File: src/rtl/tetris_pkg.sv
// Shared types and constants for the tetris frame scanner.
package tetris_pkg;

  localparam int unsigned NUM_COLS   = 8;
  localparam int unsigned NUM_ROWS   = 8;
  localparam logic [3:0]  SCORE_SLOT = 4'd8;
  localparam logic [3:0]  DROP_IDLE  = 4'd9;

  typedef enum logic [1:0] {
    StIdle,
    StSettle,
    StSample,
    StCommit
  } cap_state_e;

  // Indexed [column][row]; each column holds its lit-row mask.
  typedef logic [7:0][7:0] frame_t;

endpackage

File: src/rtl/tetris_column_decoder.sv
// Maps a {drop_pos, stack_pos} column readout to a row mask.
// With DROP_BLINK_EN the falling pixel is returned separately on drop_mask.
module tetris_column_decoder
  import tetris_pkg::*;
(
  input  logic [7:0] value,
`ifdef DROP_BLINK_EN
  output logic [7:0] drop_mask,
`endif
  output logic [7:0] row_mask
);

  logic [3:0] height;
  logic [3:0] drop;
  logic [7:0] stack_m;
  logic [7:0] drop_m;

  assign height = value[3:0];
  assign drop   = value[7:4];

  // Heights above 8 saturate naturally since r never exceeds 7.
  always_comb begin
    stack_m = '0;
    drop_m  = '0;
    for (int r = 0; r < int'(NUM_ROWS); r++) begin
      stack_m[r] = 4'(r) < height;
      drop_m[r]  = (drop < DROP_IDLE) && (drop == 4'(r + 1));
    end
  end

`ifdef DROP_BLINK_EN
  assign drop_mask = drop_m;
  assign row_mask  = stack_m;
`else
  assign row_mask  = stack_m | drop_m;
`endif

endmodule

File: src/rtl/tetris_frame_scanner.sv
// Captures the game core's column/score readout into a double-buffered 8x8
// frame and row-scans it onto an LED matrix. Optional feature: DROP_BLINK_EN.
module tetris_frame_scanner
  import tetris_pkg::*;
#(
  parameter int unsigned SETTLE_CYCLES = 4,
  parameter int unsigned ROW_HOLD      = 1000
) (
  input  logic       clock,
  input  logic       reset,
  input  logic       enable,
  output logic [3:0] update_request_location,
  input  logic [7:0] update_value,
  output logic [7:0] row_sel,
  output logic [7:0] col_data,
  output logic [7:0] score,
  output logic       frame_done
);

  localparam logic [7:0]  SettleInit = 8'(SETTLE_CYCLES);
  localparam logic [15:0] HoldLast   = 16'(ROW_HOLD - 1);

  cap_state_e state_q, state_d;
  logic [3:0] slot_q, slot_d;
  logic [7:0] settle_q, settle_d;
  frame_t     shadow_q, disp_q;
  logic [7:0] shadow_score_q;
  logic [7:0] frame_cnt_q;
  logic [7:0] dec_mask;
  logic       sample_en;

`ifdef DROP_BLINK_EN
  frame_t     shadow_drop_q;
  logic [7:0] dec_drop;
`endif

  tetris_column_decoder u_decoder (
    .value    (update_value),
`ifdef DROP_BLINK_EN
    .drop_mask(dec_drop),
`endif
    .row_mask (dec_mask)
  );

  always_comb begin
    state_d                 = state_q;
    slot_d                  = slot_q;
    settle_d                = settle_q;
    update_request_location = 4'd0;
    frame_done              = 1'b0;
    unique case (state_q)
      StIdle: begin
        if (enable) begin
          slot_d   = 4'd0;
          settle_d = SettleInit;
          state_d  = StSettle;
        end
      end
      StSettle: begin
        update_request_location = slot_q;
        if (!enable)              state_d = StIdle;
        else if (settle_q == '0)  state_d = StSample;
        else                      settle_d = settle_q - 8'd1;
      end
      StSample: begin
        update_request_location = slot_q;
        if (!enable) begin
          state_d = StIdle;
        end else if (slot_q == SCORE_SLOT) begin
          state_d = StCommit;
        end else begin
          slot_d   = slot_q + 4'd1;
          settle_d = SettleInit;
          state_d  = StSettle;
        end
      end
      StCommit: begin
        frame_done = 1'b1;
        if (enable) begin
          slot_d   = 4'd0;
          settle_d = SettleInit;
          state_d  = StSettle;
        end else begin
          state_d = StIdle;
        end
      end
      default: state_d = StIdle;
    endcase
  end

  assign sample_en = (state_q == StSample) && enable;

  always_ff @(posedge clock) begin
    if (reset) begin
      state_q        <= StIdle;
      slot_q         <= 4'd0;
      settle_q       <= 8'd0;
      shadow_q       <= '0;
      shadow_score_q <= 8'd0;
      disp_q         <= '0;
      score          <= 8'd0;
      frame_cnt_q    <= 8'd0;
`ifdef DROP_BLINK_EN
      shadow_drop_q  <= '0;
`endif
    end else begin
      state_q  <= state_d;
      slot_q   <= slot_d;
      settle_q <= settle_d;
      if (sample_en) begin
        if (slot_q == SCORE_SLOT) begin
          shadow_score_q <= update_value;
        end else begin
          shadow_q[slot_q[2:0]] <= dec_mask;
`ifdef DROP_BLINK_EN
          shadow_drop_q[slot_q[2:0]] <= dec_drop;
`endif
        end
      end
      if (state_q == StCommit) begin
`ifdef DROP_BLINK_EN
        // Falling pixels show for 8 frames, hide for 8, keyed on the frame index.
        disp_q <= shadow_q | (frame_cnt_q[3] ? shadow_drop_q : '0);
`else
        disp_q <= shadow_q;
`endif
        score       <= shadow_score_q;
        frame_cnt_q <= frame_cnt_q + 8'd1;
      end
    end
  end

  logic [15:0] row_timer_q;
  logic [2:0]  row_q, row_next;
  logic        row_wrap;
  logic [7:0]  col_next;

  assign row_wrap = (row_timer_q == HoldLast);
  assign row_next = row_wrap ? row_q + 3'd1 : row_q;

  always_comb begin
    col_next = '0;
    for (int c = 0; c < int'(NUM_COLS); c++) begin
      col_next[c] = disp_q[c][row_next];
    end
  end

  always_ff @(posedge clock) begin
    if (reset) begin
      row_timer_q <= 16'd0;
      row_q       <= 3'd0;
      row_sel     <= 8'h01;
      col_data    <= 8'h00;
    end else begin
      row_timer_q <= row_wrap ? 16'd0 : row_timer_q + 16'd1;
      row_q       <= row_next;
      if (row_wrap) row_sel <= {row_sel[6:0], row_sel[7]};
      col_data    <= col_next;
    end
  end

endmodule
File: config.mk
export PLATFORM = sky130hd
export DESIGN_NAME = tetris_frame_scanner
export DESIGN_NICKNAME = d
export VERILOG_FILES = /design/src/rtl/tetris_pkg.sv /design/src/rtl/tetris_column_decoder.sv /design/src/rtl/tetris_frame_scanner.sv
export SDC_FILE = /design/constraint.sdc
export NUM_CORES = 1
export LEC_CHECK = 0
export CAP_MARGIN = 5
export CORE_MARGIN = 5
export CORE_UTILIZATION = 35
export CTS_CLUSTER_SIZE = 24
export DETAILED_ROUTE_END_ITERATION = 7
export PLACE_DENSITY_LB_ADDON = 0.1
export REMOVE_ABC_BUFFERS = 1
export SLEW_MARGIN = 10
export SYNTH_ARGS = -nofsm -noshare
export SYNTH_HDL_FRONTEND = slang
export SYNTH_SLANG_ARGS = --single-unit
File: constraint.sdc
create_clock -name clock -period 6.7 [get_ports clock]
set_clock_uncertainty 0.15 [all_clocks]
set_input_delay 0.67 -clock clock [delete_from_list [all_inputs] [get_ports clock]]
set_output_delay 0.67 -clock clock [all_outputs]
set_load 0.005 [all_outputs]
==> flow_summary.json <==
{
  "final_cell_mix": "dfxtp_1 (193), nor2_1 (192), nand2_1 (96)",
  "avgSynthCellArea_um2": 8.92,
  "fp-row-count": 54,
  "area_growth_pct": 15.7,
  "drcViolationCount": 0,
  "intPower_mw": 1.82,
  "antenna_found_initial": 0,
  "die-area_mm2": 0.0253,
  "synth_edf_count": 0,
  "setup_viol": 0,
  "status": "finished, final reports clean",
  "cts_sinks": 193,
  "clkTransAtPathRegs_ns": 0.07,
  "firstDrtPassIters": 4,
  "vdd.ir_drop.worst_mv": 0.155,
  "reg2reg_from": "slot_q[1]",
  "crit_buf_inv": 1,
  "p_leak_nw": 2.97,
  "drive_gt1_share_pct": 5.79,
  "drt_wl_total_um": 18100,
  "worstSetupStartpoint": "slot_q[1]",
  "cp_common_cell": "nor2_1",
  "htreeDepth": 4,
  "cts_max_path_buffers": 2,
  "synthCells": 871,
  "tightest_slew_ns": 1.10,
  "crit_family": "simple AND/OR/NAND/NOR gates",
  "grt_pass1_wl_um": 29800,
  "pwr-share-clk_pct": 44.3,
  "ys_warn_count": 0,
  "worstSetupPathType": "flop to flop",
  "gp_congestion": 0.743,
  "synthFlopType": "dfxtp_1",
  "final_cells": 1178,
  "finalNetCount": 906,
  "synth-async-reset-ratio_pct": 0,
  "cap_violations": 0,
  "dpl.cell_count": 1146,
  "syn_area_mm2": 0.00777,
  "post_cts_resized": 0,
  "vias": 5839,
  "critPathCaptureType": "flop",
  "crit_required_ns": 6.89,
  "clk_latency_ns": 0.43,
  "total_power_mw": 2.37,
  "die_y_um": 159,
  "cts_hold_buf": 0,
  "core-area_mm2": 0.0218,
  "power_density_mw_per_mm2": 263,
  "critPathMaxFanout": 16,
  "max_clock_freq_ghz": 0.334,
  "power.switching_mw": 0.551,
  "grt_max_degree": 68,
  "cts_tree": "done",
  "ys_seq_elements": 193,
  "p_sw_share_pct": 23.3,
  "combPwrFrac_pct": 6.2,
  "antenna_left": 0,
  "critical-path-max-stage-delay_ns": 0.90,
  "slew_violations": 0,
  "overflow": 0,
  "startpoint_type": "flop",
  "die_w_um": 159,
  "ys_seq_area_share_pct": 49.7,
  "grt_pass1_vias": 5583,
  "slew_headroom_pct": 26.2,
  "worst_hold_path_type": "flop to flop",
  "drtIter0Drc": 309,
  "drt-vias-per-instance": 4.96,
  "grt_usage_pct": 14.2,
  "crit_chain": "inv_1 > ha_1 > and3b_1 > nor2_2 > nand3_1 > nor2_1 > nor2_1 > a211oi_1",
  "hold_start": "row_timer_q[0]",
  "synth_cell_type_count": 46,
  "post_cts_buffers": 0,
  "fin_util_pct": 41.2,
  "setup_tns_ns": 0,
  "cts_root_buffer": "clkbuf_16",
  "rsz0062_at_grt": "no",
  "start_util_pct": 35.6,
  "io_pins": 40,
  "numCtsBuffers": 17,
  "arrival_ns": 3.19,
  "post-dp-hpwl_um": 11000,
  "finalHoldViolCount": 0,
  "post_drt_wl_per_cell_um": 15.3,
  "fin_crit_ns": 3.00,
  "finalCritPeriodShare_pct": 44.7,
  "hold_slack_ns": 0.318,
  "p_seq_share_pct": 49.5,
  "crit_slowest_cell": "nor2_1",
  "n_antenna_cell": 0,
  "portBuffers": 39,
  "layout_commonest_cell": "dfxtp_1"
}
-- power groups by stage --
stage,Sequential [mW],Clock [mW],Combinational (mW)
4_1_cts,1.17,1.08,0.148
2_1_floorplan,1.19,0,0.0927
6_report,1.17,1.05,0.146
5_1_grt,1.17,1.13,0.163
3_5_place_dp,1.20,0,0.147
3_3_place_gp,1.20,0,0.149
-- cell type report --
class | instances | area (µm²)
Multi-Input combinational cell | 610 | 3670
Clock inverter | 11 | 153
Fill cell | 2192 | 12800
Timing Repair Buffer | 47 | 448
Inverter | 16 | 60.1
Clock buffer | 21 | 450
Sequential cell | 193 | 3860
Tap cell | 280 | 350
-- synthesized netlist by cell type, drive strengths merged (4+ instances only) --
master	number	area [µm²]
mux2i	80	801
xor2	11	96.3
xnor2	12	105
o21ai	7	35.0
ha	10	125
buf	19	100
a21oi	46	230
nand3	14	70.1
nor4	4	25.0
or3	5	31.3
a211oi	68	510
nand2b	4	25.0
or4	10	75.1
nand2	96	360
nor3	13	75.1
clkbuf	33	124
nor2	193	727
inv	16	60.1
dfxtp	193	3860
-- sequential cells by signal (all words and copies together), names as in the netlist, 3 cells and up --
| name | cells |
|---|---|
| disp_q | 64 |
| settle_q | 8 |
| shadow_score_q | 8 |
| row_sel | 8 |
| row_q | 3 |
| col_data | 8 |
| shadow_q | 64 |
| row_timer_q | 16 |
| slot_q | 4 |
| score | 8 |
-- routing by layer --
metal	GRT usage, %	vias to the layer above	part of all wire, %
met2	21.5	77	43
li1	-	3022	-
met5	0	-	0
met1	20.3	2716	52
met3	2.95	24	3.0
met4	4.50	0	1.7
-- through the flow --
| step | cell area [µm²] | setup WS [ns] |
|---|---|---|
| detailed placement | 8390 | 3.33 |
| floorplan | 7550 | 3.03 |
| global route | 8990 | 3.37 |
| CTS | 8990 | 3.63 |
| global placement | 8390 | 3.43 |
| finish | 8990 | 3.70 |
-- worst reg2reg max path, stage by stage, from the launching register on --
cell,delay [ns]
dfxtp_1,0.55
inv_1,0.15
ha_1,0.21
and3b_1,0.23
nor2_2,0.17
nand3_1,0.22
nor2_1,0.90
nor2_1,0.08
a211oi_1,0.25
-- logic make-up (layout without fill, tap and decap cells) --
kind of cell               count (synthesis)  count (layout)  share of synthesized area, %
buffers and inverters                     68              95                          3.65
xor gates and xnor gates                  23              23                          2.59
muxes                                     81              81                          10.5
AOI/OAI and AO/OA                        140             140                          12.0
adders and majority gates                 10              10                          1.61
and+or+nand+nor                          356             356                          20.0
DFF                                      193             193                          49.7
-- worst paths after layout --
check                           cells after the start  slack, ns              to
worst max-delay path                                8       3.70    shadow_q[53]
worst max register to register                      8       3.70    shadow_q[53]
worst min-delay path                                1       0.32  row_timer_q[0]
worst min register to register                      1       0.32  row_timer_q[0]
Note: power is estimated with default switching activity, not from simulation.
==> edit 1: new RTL, config.mk and constraints unchanged <==
Re-encode `cap_state_e` (4 states) as one-hot, 4 bits wide.
--- a/src/rtl/tetris_pkg.sv
+++ b/src/rtl/tetris_pkg.sv
@@ -6,11 +6,11 @@
   localparam logic [3:0]  SCORE_SLOT = 4'd8;
   localparam logic [3:0]  DROP_IDLE  = 4'd9;
 
-  typedef enum logic [1:0] {
-    StIdle,
-    StSettle,
-    StSample,
-    StCommit
+  typedef enum logic [3:0] {
+    StIdle   = 4'b0001,
+    StSettle = 4'b0010,
+    StSample = 4'b0100,
+    StCommit = 4'b1000
   } cap_state_e;
 
   // Indexed [column][row]; each column holds its lit-row mask.
Formal check against the unedited RTL: same outputs for any inputs over 10 cycles, from zero or initial values and one cycle with reset high; not proved beyond that.
==> edit 1 against the unedited design <==
  * Count of clock-buffer cells in the layout fell by 3
  * Combinational power rose by 3%
  * First-iteration DRC count rose by 5.2%
  * Final area fell by 1.0%
  * Cell count rose by 6.7%
  * Power fell by 0.83%
  * Setup slack got worse by 960 ps
  * Wire length rose by 7.5%
  * Synthesized area fell by 0.23%
  * Sequential cell count rose by 2
  * Critical path type is now flop to output port
==> edit 1: results (changes against the unedited design) <==
Share of cells above drive strength 1: 0.05629 (was 0.05791)
Hpwl dp: 11.49 mm (was 10.97 mm)
Outcome: finished clean (unchanged)
Post-synthesis compound-gate area fraction: 0.1521 (was 0.1198)
Vias per cell: 4.946 (was 4.957)
Setup bufs post-CTS: 0 (unchanged)
WP data arrival: 3140 ps (was 3190 ps)
Hold path depth: 2 (was 1)
Slowest stage delay, CP: 700 ps (was 900 ps)
Type of the most critical hold path: flop to flop (unchanged)
Wire length per cell: 15.45 µm (was 15.34 µm)
Placed Cells incl. Taps: 1225 (was 1146)
Cts repair resizes: 0 (unchanged)
Antenna Cells: 0 (unchanged)
Starting DRT DRC Count: 325 (was 309)
Multiplexer area fraction after synthesis: 0.01355 (was 0.1050)
Synth cell types: 45 (was 46)
Initial DRT Pass Iterations: 4 (unchanged)
Post-synthesis adder-cell area fraction: 0.009681 (was 0.01610)
Largest net degree at the start of global routing: 74 (was 68)
Number of global-route vias before repair: 5864 (was 5583)
GRT Total Usage: 0.1523 (was 0.1421)
Synth area leaders: dfxtp_1 (50%), nand2_1 (12%), a21oi_1 (7.4%), a211oi_1 (6.4%), nor2_1 (5.7%) (was dfxtp_1 (50%), mux2i_1 (10%), nor2_1 (9.3%), a211oi_1 (6.6%), nand2_1 (4.6%))
Mean Syn Cell Area: 8.112 µm² (was 8.924 µm²)
Clk Latency, worst-skew pair: 430 ps (about the same)
Internal power: 0.001759 W (was 0.001815 W)
Gpl congestion: 0.7362 (was 0.7429)
Post-synthesis sequential area ratio: 0.5034 (was 0.4971)
Post-layout net count: 981 (was 906)
CP delay by family, top: buffers and inverters (was simple AND/OR/NAND/NOR gates)
Critical-path top delay cell: or4_2 (was nor2_1)
Leak: 2.807 nW (was 2.969 nW)
Worst reg2reg path depth: 7 (was 8)
Worst-Margin Slew: 1105 ps (was 1102 ps)
Layout Cells excl Fill: 1257 (was 1178)
Synth Area in XOR/XNOR: 0.03388 (was 0.02592)
Top post-synthesis cells by count: nand2_1 (239), dfxtp_1 (195), nor2_1 (117) (was dfxtp_1 (193), nor2_1 (192), nand2_1 (96))
Longest Clk Path Bufs: 2 (unchanged)
Peak VDD IR: 0.1519 mV (was 0.1549 mV)
Crit Path Max Fanout: 73 (was 16)
First-pass GRT wire length: 31.80 mm (was 29.83 mm)
Port Buffer Count: 39 (unchanged)
[edit 1: cell types whose count changed after synthesis, sizes merged, moves of 7 or more]
cell / delta
inv: -7
a21oi: +69
nand2: +143
mux2i: -71
nor2: -76
nor3: +9
[edit 1: layout make-up]
type	count	area [µm²]
repair buffers	50	470.5
well taps	280	350.3
inverters	10	37.54
clock inverters	14	143.9
fillers	2256	12920
clock buffers	18	429.2
flip-flops and latches	195	3904
multi-input cells	690	3566
[edit 1: final timing paths]
path,from,to,slack [ps]
setup reg to reg,row_timer_q[0]$_SDFF_PP0_,col_data[3]$_SDFF_PP0_,3390
hold / removal,shadow_q[58]$_SDFFE_PP0P_,disp_q[58]$_SDFFE_PP0N_,300
setup / recovery,state_q[3]$_SDFFE_PP0P_,frame_done,2740
hold reg to reg,shadow_q[58]$_SDFFE_PP0P_,disp_q[58]$_SDFFE_PP0N_,300
[edit 1: cells by family after synthesis]
family,Yosys count
simple gates,447
compound gates,197
flops,195
buf+inv,71
xor+xnor,30
mux,10
fa+ha+maj,6
[edit 1: power by group through the flow]
stage               Combinational, W  Clock, W  Sequential [W]
floorplan                  0.0000962         0         0.00122
global placement            0.000153         0         0.00122
detailed placement          0.000152         0         0.00122
CTS                         0.000153   0.00104         0.00119
global route                0.000169   0.00108         0.00120
finish                      0.000151   0.00100         0.00119
[edit 1: metal layers]
| layer | global-route usage | vias to the layer above | routed length, µm | share of wire |
|---|---|---|---|---|
| met4 | 0.02908 | 0 | 59 | 0.0030 |
| li1 | - | 3250 | - | - |
| met3 | 0.03240 | 2 | 829 | 0.043 |
| met2 | 0.2510 | 87 | 9063 | 0.47 |
| met5 | 0 | - | 0 | 0 |
| met1 | 0.2083 | 2878 | 9471 | 0.49 |
[edit 1: worst min-delay path, stage by stage (launching register included)]
cell and delay (ps):
dfxtp_1 310, nand2_1 50, a21oi_1 50
[edit 1: metrics by stage]
step | util | setup slack, ps | instance area (µm²) | hold WS, ps
floorplan | - | 3221 | 7482 | 275.1
global placement | 0.3816 | 3169 | 8328 | 290.8
CTS | 0.4079 | 2681 | 8901 | 298.3
finish | 0.4079 | 2745 | 8901 | 299.0
global route | 0.4079 | 2539 | 8901 | 316.0
detailed placement | 0.3816 | 3115 | 8328 | 293.9
==> edit 2: new RTL, same flow settings <==
Made on the original files. Build with the macro `DROP_BLINK_EN` defined.
--- a/src/rtl/tetris_column_decoder.sv
+++ b/src/rtl/tetris_column_decoder.sv
@@ -1,5 +1,7 @@
 // Maps a {drop_pos, stack_pos} column readout to a row mask.
 // With DROP_BLINK_EN the falling pixel is returned separately on drop_mask.
+`define DROP_BLINK_EN
+
 module tetris_column_decoder
   import tetris_pkg::*;
 (
Behaviour: same outputs for any inputs over 10 cycles, from zero or initial values and one cycle with reset high; that may be too few to reach the edited logic, so the function may still have changed.
==> edit 2 against the unedited design <==
  * Wire length increased by 65%
  * Synthesized area increased by 37%
  * Maximum frequency decreased by 13%
  * Non-clock buffer count increased by 13
  * Power increased by 41%
  * Global-route usage increased by 3.2 points
  * Hold slack got worse by 16 ps
  * Sequential cell count increased by 68
  * Cell count increased by 40%
  * Critical path depth decreased by 2
  * Setup slack got worse by 440 ps
  * Final area increased by 38%
  * Largest power group unchanged
==> edit 2: results (changes against the unedited design) <==
Antenna Cells: 0 (unchanged)
Top post-synthesis cells by count: dfxtp_1 (261), nand2_1 (209), nor2_1 (182) (was dfxtp_1 (193), nor2_1 (192), nand2_1 (96))
Ys async rst share: 0 (unchanged)
Detailed Route WL: 29.87 mm (was 18.07 mm)
First-pass GRT wire length: 47.02 mm (was 29.83 mm)
Starting DRT DRC Count: 609 (was 309)
Cts repair resizes: 0 (unchanged)
YS warnings: 0 (unchanged)
Crit Path Max Fanout: 14 (was 16)
Type of the most critical hold path: flop to flop (unchanged)
Pre-CTS setup slack: 3320 ps (was 3330 ps)
Leak: 3.911 nW (was 2.969 nW)
Gpl congestion: 0.7416 (was 0.7429)
Site Rows: 64 (was 54)
Outcome: finished clean (unchanged)
Post-layout net count: 1262 (was 906)
Setup bufs post-CTS: 0 (unchanged)
Synth Area in XOR/XNOR: 0.01887 (was 0.02592)
GRT Total Usage: 0.1737 (was 0.1421)
Clock slew at reported path FFs: 60 ps
Clk Latency, worst-skew pair: 550 ps (was 430 ps)
Routed via count: 8527 (was 5839)
Number of global-route vias before repair: 8090 (was 5583)
Post-synth top area cell: dfxtp_1 (unchanged)
Longest Clk Path Bufs: 3 (was 2)
Cts bufs inserted: 29 (was 17)
Largest regs: disp_q: 64 flops, shadow_drop_q: 64 flops, shadow_q: 64 flops (was disp_q: 64 flops, shadow_q: 64 flops, row_timer_q: 16 flops)
Peak VDD IR: 0.1877 mV (was 0.1549 mV)
Share of cells above drive strength 1: 0.08983 (was 0.05791)
Initial DRT Pass Iterations: 5 (was 4)
Port Buffer Count: 39 (unchanged)
Post-synthesis sequential area ratio: 0.4893 (was 0.4971)
WP data arrival: 3740 ps (was 3190 ps)
Largest net degree at the start of global routing: 90 (was 68)
Post-synthesis adder-cell area fraction: 0.01406 (was 0.01610)
Synth area leaders: dfxtp_1 (49%), a211oi_1 (8.1%), a21oi_1 (7.5%), nand2_1 (7.3%), nor2_1 (6.4%) (was dfxtp_1 (50%), mux2i_1 (10%), nor2_1 (9.3%), a211oi_1 (6.6%), nand2_1 (4.6%))
Hpwl dp: 18.12 mm (was 10.97 mm)
Root Driver: clkbuf_16 (unchanged)
Synth cell types: 56 (was 46)
Max_slew headroom: 0.1864 (was 0.2625)
Multiplexer area fraction after synthesis: 0.05250 (was 0.1050)
Post-synthesis compound-gate area fraction: 0.1986 (was 0.1198)
Internal power: 0.002586 W (was 0.001815 W)
Antenna violations before repair: 0 (unchanged)
H-Tree Depth: 1 (was 4)
==> edit 2: worst paths after layout <==
| kind | slack (ps) | cells after the start | endpoint | startpoint |
|---|---|---|---|---|
| setup / recovery | 3260 | 6 | col_data[7]$_SDFF_PP0_ | row_q[1]$_SDFF_PP0_ |
| hold / removal | 300 | 2 | shadow_drop_q[23]$_SDFFE_PP0P_ | shadow_drop_q[23]$_SDFFE_PP0P_ |
| setup reg to reg | 3260 | 6 | col_data[7]$_SDFF_PP0_ | row_q[1]$_SDFF_PP0_ |
| hold reg to reg | 300 | 2 | shadow_drop_q[23]$_SDFFE_PP0P_ | shadow_drop_q[23]$_SDFFE_PP0P_ |
==> edit 2: cells by family after synthesis <==
logic type	after synthesis
buf+inv	110
xor+xnor	23
compound gates	333
fa+ha+maj	12
simple gates	469
flops	261
mux	35
==> edit 2: power groups by stage <==
stage	Sequential, W	Combinational, W	Clock (W)
final	0.00159	0.000176	0.00158
after global placement	0.00162	0.000178	0
after CTS	0.00159	0.000178	0.00162
after global routing	0.00159	0.000197	0.00169
after detailed placement	0.00162	0.000177	0
after floorplan	0.00162	0.000102	0
==> edit 2: per-layer routing <==
metal	GRT usage	routed length (µm)	vias up
met5	0	0	-
met4	0.03787	610	0
met3	0.02210	1124	34
met2	0.2774	13250	147
met1	0.2526	14890	4008
li1	-	-	4338
==> edit 2: metrics by stage <==
| step | instances | total power, W | hold WS, ps | cell area [µm²] |
|---|---|---|---|---|
| after CTS | 1654 | 0.003389 | 304.1 | 12390 |
| after floorplan | 1148 | 0.001719 | 276.3 | 10320 |
| final | 1654 | 0.003348 | 302.4 | 12390 |
| after global placement | 1604 | 0.001799 | 291.5 | 11440 |
| after global routing | 1654 | 0.003473 | 316.2 | 12390 |
| after detailed placement | 1604 | 0.001798 | 296.3 | 11440 |
==> edit 2: critical path, stage by stage, from the launching register on <==
cell and delay [ps]:
dfxtp_1 850, ha_1 590, or4b_1 480, nor4_1 290, xor2_1 230, nand2b_1 400, o31ai_2 350
==> edit 2: final cells by class <==
| class | instances | area [µm²] |
|---|---|---|
| repair buffers | 60 | 549.3 |
| well taps | 396 | 495.5 |
| clock buffers | 45 | 865.8 |
| fillers | 3085 | 17960 |
| multi-input cells | 872 | 5111 |
| clock inverters | 5 | 81.33 |
| flip-flops and latches | 261 | 5229 |
| inverters | 15 | 56.30 |
